**config.mk**
```make
export PLATFORM = sky130hd
export DESIGN_NAME = fc_mac_array
export DESIGN_NICKNAME = d
export VERILOG_FILES = /design/src/rtl/fc_mac_array.sv
export SDC_FILE = /design/constraint.sdc
export NUM_CORES = 1
export LEC_CHECK = 0
export ABC_AREA = 1
export BUFFER_PORTS_ARGS = -buffer_cell sky130_fd_sc_hd__clkbuf_2
export CORE_MARGIN = 4
export CORE_UTILIZATION = 31
export DETAILED_ROUTE_END_ITERATION = 16
export PLACE_DENSITY = 0.52
export SYNTH_ARGS = -nofsm -noshare
export SYNTH_HDL_FRONTEND = slang
export SYNTH_SLANG_ARGS = --single-unit
```
**constraint.sdc**
```tcl
create_clock -name clk -period 8.7 [get_ports clk]
set_input_delay 0 -clock clk [delete_from_list [all_inputs] [get_ports clk]]
set_output_delay 0 -clock clk [all_outputs]
set_load 0.01 [all_outputs]
```
**src/rtl/fc_mac_array.sv**
```systemverilog
// Fully-connected MAC engine. Each beat carries N_LANE activations, and an inference lasts STEPS beats.
// The engine accumulates into N_OUT signed neurons from a runtime-writable weight memory and returns the sums over valid/ready.
module fc_mac_array #(
    parameter int IN_W     = 2,
    parameter int N_LANE   = 3,
    parameter int N_OUT    = 2,
    parameter int STEPS    = 36,
    parameter int W_W      = 3,
    parameter int ACC_W    = 10,
    parameter int SATURATE = 1,
    parameter int WA_W     = $clog2(N_OUT * N_LANE * STEPS)
) (
    input  logic                    clk,
    input  logic                    rst_n,
    input  logic                    start,
    input  logic                    in_valid,
    output logic                    in_ready,
    input  logic [N_LANE*IN_W-1:0]  in_data,
    input  logic                    wt_we,
    input  logic [WA_W-1:0]         wt_addr,
    input  logic [W_W-1:0]          wt_data,
    output logic                    out_valid,
    input  logic                    out_ready,
    output logic [N_OUT*ACC_W-1:0]  out_data,
    output logic                    busy,
    output logic                    done
);

    localparam int DEPTH = N_OUT * N_LANE * STEPS;
    localparam int SW    = $clog2(STEPS + 1);
    localparam int PW    = IN_W + W_W + 1;
    localparam int SUM_W = PW + $clog2(N_LANE) + 1;
    localparam int EXT_W = ((ACC_W > SUM_W) ? ACC_W : SUM_W) + 1;
    localparam int WA_W1 = WA_W + 1;

    localparam logic [WA_W:0]            DEPTH_L = WA_W1'(DEPTH);
    localparam logic [SW-1:0]            LAST    = SW'(STEPS - 1);
    localparam logic signed [EXT_W-1:0]  MAXV    = EXT_W'((2 ** (ACC_W - 1)) - 1);
    localparam logic signed [EXT_W-1:0]  MINV    = ~MAXV;

    typedef enum logic [1:0] {IDLE, ACC, HOLD} state_t;

    state_t                        st_q, st_d;
    logic [SW-1:0]                 step_q, step_d;
    logic [N_OUT-1:0][ACC_W-1:0]   acc_q, acc_d, out_q, out_d, beat_acc;

    logic signed [W_W-1:0]         wmem [DEPTH];
    logic                          wr_en;

    logic [IN_W-1:0]               act;
    logic [WA_W-1:0]               widx;
    logic signed [PW-1:0]          act_s, w_s, prod;
    logic signed [SUM_W-1:0]       lane_sum;
    logic signed [ACC_W-1:0]       acc_cur;
    logic signed [EXT_W-1:0]       tot;

    // Weight memory is deliberately outside reset so it survives an abort.
    assign wr_en = (st_q == IDLE) && wt_we && ({1'b0, wt_addr} < DEPTH_L);

    always_ff @(posedge clk) begin
        if (wr_en) wmem[wt_addr] <= wt_data;
    end

    // Candidate accumulator values for a beat at the current step.
    always_comb begin
        beat_acc = acc_q;
        act      = '0;
        widx     = '0;
        act_s    = '0;
        w_s      = '0;
        prod     = '0;
        lane_sum = '0;
        acc_cur  = '0;
        tot      = '0;
        for (int unsigned o = 0; o < N_OUT; o++) begin
            lane_sum = '0;
            for (int unsigned l = 0; l < N_LANE; l++) begin
                act      = in_data[l*IN_W +: IN_W];
                widx     = WA_W'((o * N_LANE + l) * STEPS) + WA_W'(step_q);
                act_s    = {{(PW-IN_W){1'b0}}, act};
                w_s      = {{(PW-W_W){wmem[widx][W_W-1]}}, wmem[widx]};
                prod     = act_s * w_s;
                lane_sum = lane_sum + {{(SUM_W-PW){prod[PW-1]}}, prod};
            end
            acc_cur = acc_q[o];
            tot     = {{(EXT_W-ACC_W){acc_cur[ACC_W-1]}}, acc_cur}
                    + {{(EXT_W-SUM_W){lane_sum[SUM_W-1]}}, lane_sum};
            if (SATURATE != 0 && tot > MAXV)      beat_acc[o] = MAXV[ACC_W-1:0];
            else if (SATURATE != 0 && tot < MINV) beat_acc[o] = MINV[ACC_W-1:0];
            else                                  beat_acc[o] = tot[ACC_W-1:0];
        end
    end

    always_comb begin
        st_d   = st_q;
        step_d = step_q;
        acc_d  = acc_q;
        out_d  = out_q;
        case (st_q)
            IDLE: begin
                if (start) begin
                    st_d   = ACC;
                    step_d = '0;
                    acc_d  = '0;
                end
            end
            ACC: begin
                if (in_valid) begin
                    acc_d  = beat_acc;
                    step_d = step_q + SW'(1);
                    if (step_q == LAST) begin
                        st_d  = HOLD;
                        out_d = beat_acc;
                    end
                end
            end
            HOLD: begin
                if (out_ready) st_d = IDLE;
            end
            default: st_d = IDLE;
        endcase
    end

    always_ff @(posedge clk) begin
        if (!rst_n) begin
            st_q   <= IDLE;
            step_q <= '0;
            acc_q  <= '0;
            out_q  <= '0;
        end else begin
            st_q   <= st_d;
            step_q <= step_d;
            acc_q  <= acc_d;
            out_q  <= out_d;
        end
    end

    assign in_ready  = (st_q == ACC);
    assign out_valid = (st_q == HOLD);
    assign busy      = (st_q != IDLE);
    assign done      = out_valid && out_ready;
    assign out_data  = out_q;

endmodule

```
* Word-level counts from Yosys, hierarchy flattened *
Memories as Yosys holds them, arrays and structs flattened. A register that Yosys moved wholly into a read port is not among the register bits.
Index checks and enable logic that the tools add are counted.

storage, ports and cells
  register bits after elaboration = 48
  bits in writable memories = 648
  bits of input ports = 23
  output and inout bits = 24
  logic and storage cells = 65
  memories = 1

memories
  name  depth  bits a word  read ports  clocked after memory_dff  write ports  RTL line  RTL
  wmem  216    3            6           1                         1            47        logic signed [W_W-1:0] wmem [DEPTH];

cells by class
  add/sub/neg operators = 12
  $mul = 6
  order comparisons = 5
  eq/ne operators = 7
  mux-type cells = 19
  reductions and logical operators = 9

operators with widths
  kind                                                             number
  two-way mux 10 bit                                               4
  two-way mux 20 bit                                               2
  one-hot mux 20 bit (2 select lines)                              1
  multiplier 3 x 3 -> 6 bit                                        6
  adder 10 x 8 -> 11 bit                                           2
  greater-than comparator 11 x 10 -> 1 bit, second input constant  2
  < comparator 11 x 10 -> 1 bit, second input constant             2
  adder 7 x 6 -> 8 bit                                             2
  adder 7 x 6 -> 8 bit, first input constant                       2
  adder 8 x 6 -> 8 bit, first input constant                       2
  two-way mux 8 bit                                                2
  adder 6 x 6 -> 7 bit                                             2
  two-way mux 6 bit                                                2
  one-hot mux 6 bit (2 select lines)                               1
  < comparator 8 bit, second input constant                        1
  two-way mux 2 bit                                                4
  adder 6 x 6 -> 7 bit, first input constant                       1
  adder 6 x 1 -> 6 bit, second input constant                      1
  == test 6 bit, second input constant                             1
  one-hot mux 2 bit (3 select lines)                               1
  AND reduction 3 bit                                              2
  inequality test 2 x 1 -> 1 bit, second input constant            2
  inequality test 2 bit, second input constant                     2
  AND reduction 4 bit                                              1
  other kinds (6)                                                  10

* Logic depth before layout (Yosys ltp) *
An unclocked memory read counts as a cell.

  word-level depth = 11
  mapped depth = 39
  mapped depth without buffers = 36

* Least setup slack after synthesis *
Ideal clock, no wire load.

  path kind = register to register
  start point = reg step_q[3]
  end point = reg acc_q (netlist bit acc_cur[7])
  setup time = 0.070 ns
  arrival = 7.178 ns
  required time = 8.630 ns
  setup slack = 1.452 ns
  cell stages (with the launch flop) = 37
  path buffers = 6
  period minus slack after synthesis = 7.248 ns
  cells stage by stage = dfxtp_1 buf_2 clkinv_1 buf_1 buf_1 ha_1 buf_2 inv_1 clkbuf_1 clkbuf_1 nand2_1 nand3_1 o211ai_1 nand2_1 inv_1 nand2_1 fa_1 fa_1 inv_1 fa_1 inv_1 fa_1 inv_1 fa_1 ha_1 fa_1 nand3_1 nand2_1 nand2_1 nor2_1 nand3_1 nand3_1 xnor2_1 nand2_1 o21ai_0 nand2_1 a21oi_1

between the ends
  longest elaborated chain between the ends = 11
  elaborated cells on any way between the ends = 16
  classes of those cells = add/sub (6); mul (3); order compare (2); mux (4); memory (1)

RTL lines
  item                                                                 RTL line  RTL
  from (decl)                                                          44        logic [SW-1:0] step_q, step_d;
  from (signal assigned)                                               132       step_q <= step_d;
  adder 8 x 6 -> 8 bit / adder 7 x 6 -> 8 bit (equally long branches)  79        widx = WA_W'((o * N_LANE + l) * STEPS) + WA_W'(step_q);
  memory (216 x 3 bit) (*)                                             -
  multiplier 3 x 3 -> 6 bit                                            82        prod = act_s * w_s;
  adder 6 x 6 -> 7 bit                                                 83        lane_sum = lane_sum + {{(SUM_W-PW){prod[PW-1]}}, prod};
  adder 7 x 6 -> 8 bit (*)                                             83
  adder 10 x 8 -> 11 bit (*)                                           87        + {{(EXT_W-SUM_W){lane_sum[SUM_W-1]}}, lane_sum};
  < comparator 11 x 10 -> 1 bit                                        89        else if (SATURATE != 0 && tot < MINV) beat_acc[o] = MINV[ACC_W-1:0];
  two-way mux 10 bit                                                   89
  two-way mux 10 bit (*)                                               88        if (SATURATE != 0 && tot > MAXV) beat_acc[o] = MAXV[ACC_W-1:0];
  two-way mux 20 bit (*)                                               108       if (in_valid) begin
  one-hot mux 20 bit (2 select lines) (*)                              99        case (st_q)
  to (signal assigned)                                                 128       acc_q <= '0;
  to (signal assigned)                                                 133       acc_q <= acc_d;
  to (decl)                                                            45        logic [N_OUT-1:0][ACC_W-1:0] acc_q, acc_d, out_q, out_d, beat_acc;

Every way passes the cells marked *; elsewhere a longest branch is shown, timed or not. The select of a mux whose other input is x is not followed.
A chain may end at the register's enable or synchronous reset.

* Worst setup path after layout *
  start point = reg step_q[5]
  end point = reg acc_q[8] in the netlist's numbering

between the ends
  longest elaborated chain between the ends = 11
  elaborated cells on any way between the ends = 14
  classes of those cells = add/sub (5); mul (2); order compare (2); mux (4); memory (1)

RTL lines
  item                                     RTL line
  adder 6 x 6 -> 7 bit                     79
  memory (216 x 3 bit) (*)                 -
  multiplier 3 x 3 -> 6 bit                82
  adder 6 x 6 -> 7 bit                     83
  adder 7 x 6 -> 8 bit (*)                 83
  adder 10 x 8 -> 11 bit (*)               87
  < comparator 11 x 10 -> 1 bit            89
  two-way mux 10 bit                       89
  two-way mux 10 bit (*)                   88
  two-way mux 20 bit (*)                   108
  one-hot mux 20 bit (2 select lines) (*)  99

Marked as above.

==> out/summary.txt <==
# port buffers -> 46
Tcrit/Tclk final -> 0.938
Layout Skew -> 0.0248 ns
main flop type after synthesis -> edfxtp_1
die outline height -> 351 um
Async S/R FF share, synth -> 0
CTS root buffer -> clkbuf_16
largest net degree at the start of global routing -> 154
I/O pins -> 47
Synth Register Bits -> 702
synthesized area -> 36500 sq um
Post-DRT Antenna Nets -> 0
Max Cap Viol -> 0
WL met2 -> 53700 um
share of layout cells above drive strength 1 -> 0.0617
H-tree levels -> 3
via count -> 28900
top layer used by detailed routing -> met4
register area share after synthesis -> 0.563
total grt overflow -> 0
net count after synthesis -> 4150
Post-Route WL -> 119000 um
post-synthesis cell count -> 4012
vias in the first global route -> 27400
slowest stage cell, crit path -> dfxtp_1
crit end category -> flop
status -> completed
Vias/cell -> 5.20
Sum Neg Setup Slack -> 0 ns
Yosys cell types -> 41
yosys warns -> 0
path category of the worst min-delay check -> input port to flop
Slew HR -> 0.302
HPWL Detailed -> 77400 um
initial antenna violation count -> 4
critical path type -> flop to flop
metal3 WL -> 8380 um
WP data required -> 9.25 ns
Filler Cells Inserted -> 11800
die width -> 351 um
clock period minus worst slack -> 8.16 ns
unrepaired setup endpoints after global routing -> false
CTS tree -> yes
Initial Utilization -> 0.313
Pins Over Slew Limit -> 0
Hold WS -> 0.0255 ns
area delta synth->final -> 11.7%
Final setup viols -> 0
maximum achievable frequency -> 0.122 GHz
initial DRC count -> 2905
CP max FO -> 11
Core Box Area -> 117000 sq um
gpl congestion -> 0.881
hold depth -> 4
Rows -> 125
Leak -> 15.1 nW
first-pass GRT wire length -> 178000 um
Worst Max-Slew Pin Slew -> 1.04 ns
share of the synthesized area in the top cell type -> 0.533
CP Launch Type -> flop
Fin. Hold Viols -> 0
post-DR wirelength/cell -> 21.5 um
clk slew on worst S/H paths -> 0.06 ns
Clk Latency, worst-skew pair -> 0.64 ns
cells on worst reg2reg path -> 29
Mapped Avg Cell Area -> 9.10 sq um
setup bufs post-CTS -> 0
Cell Pwr Density -> 204 nW/um^2
Nets -> 4101
most frequent cells in the layout -> nand2_1, edfxtp_1, nor2_1
largest stage delay on the critical path -> 0.73 ns
Num CTS Buffers -> 78
Post-route DRC -> 0
main area contributors after synthesis -> edfxtp_1, nand2_1, nand3_1
Die ar. -> 123000 sq um
commonest non-fill, non-tap cell in the layout -> nand2_1
Met1 Routed Length -> 53700 um
first-pass iteration count of the detailed router -> 6
clock sink count -> 702
Clock Tree Buf Depth -> 3
VDD IR max -> 132 uV
post-synth top area cell -> edfxtp_1
EDFF count, synth -> 648
total global-route track usage -> 0.191
CP Data Arrival Time -> 8.71 ns
[registers in the layout (all words and copies together), names as in the netlist, named ones only]
signal and flops:
acc_cur 10, wmem 648, step_q 6, st_q 2, out_data 20, acc_q 10
[synthesized netlist by cell type (all sizes together), types with 5 or more instances]
| cell | number |
|---|---|
| edfxtp | 648 |
| nor3 | 7 |
| o21ai | 321 |
| xor2 | 16 |
| inv | 236 |
| o211ai | 69 |
| xnor2 | 9 |
| a21oi | 105 |
| clkbuf | 108 |
| buf | 144 |
| o22ai | 35 |
| o22a | 20 |
| nand2 | 1044 |
| a31oi | 31 |
| nand4 | 5 |
| ha | 67 |
| fa | 48 |
| clkinv | 6 |
| nand3 | 496 |
| o221ai | 13 |
| nor2 | 509 |
| dfxtp | 54 |
[metal layers]
metal / vias to the layer above / global-route usage
met3: 201 / 0.0264
met2: 1120 / 0.301
li1: 13600 / -
met5: - / 0
met1: 13900 / 0.273
met4: 0 / 0.0557
[through the flow]
stage / instances / total power [mW] / worst slack (ns) / area, sq um / utilization
after floorplan: 4012 / 4.79 / 1.45 / 36500 / -
after global placement: 5394 / 5.20 / 0.777 / 38300 / 0.328
after detailed placement: 5394 / 5.20 / 0.766 / 38300 / 0.328
after CTS: 5546 / 8.38 / 0.738 / 40800 / 0.350
after global routing: 5547 / 8.72 / 0.185 / 40800 / 0.350
final: 5548 / 8.32 / 0.536 / 40800 / 0.350
[logic make-up after synthesis]
logic type / share of synthesized area
simple gates: 0.231
flops: 0.563
compound gates: 0.0952
buf+inv: 0.0558
fa+ha+maj: 0.0493
xor+xnor: 0.00651
[repair_timing]
item | 4_1_cts | 5_1_grt
endpoints found under the hold margin | 232 | 0
hold buffers | 13 | 0
gates resized for setup | 0 | 0
[critical path, delay by kind of cell, from the launching register on]
| kind | cells | cell delay, ns |
|---|---|---|
| DFF | 1 | 0.73 |
| buffers and inverters | 5 | 1.05 |
| AOI/OAI and AO/OA | 2 | 0.32 |
| adders and majority gates | 8 | 3.80 |
| xor gates and xnor gates | 1 | 0.28 |
| and+or+nand+nor | 13 | 1.92 |
[layout make-up]
type	count	area (sq um)	share of cell area
flip-flops and latches	702	20600	0.504
multi-input cells	2816	14000	0.342
clock buffers	101	2070	0.0508
well taps	1524	1910	0.0468
repair buffers	123	1030	0.0254
inverters	242	921	0.0226
clock inverters	38	320	0.00785
diodes	2	5.00	0.000123
[final timing paths]
path	from	endpoint	slack (ns)
worst min-delay path	wt_addr[4]	wmem[7][0]	0.03
worst max register to register	step_q[5]	acc_q[8]	0.54
worst min register to register	acc_q[8]	acc_q[8]	0.48
worst max-delay path	step_q[5]	acc_q[8]	0.54
[report_power, final]
group / switching (mW) / total [mW] / internal, mW
Clock: 1.36 / 3.19 / 1.82
Combinational: 0.946 / 1.40 / 0.458
Sequential: 0.0261 / 3.73 / 3.71
Note: power is estimated with default switching activity, not from simulation.
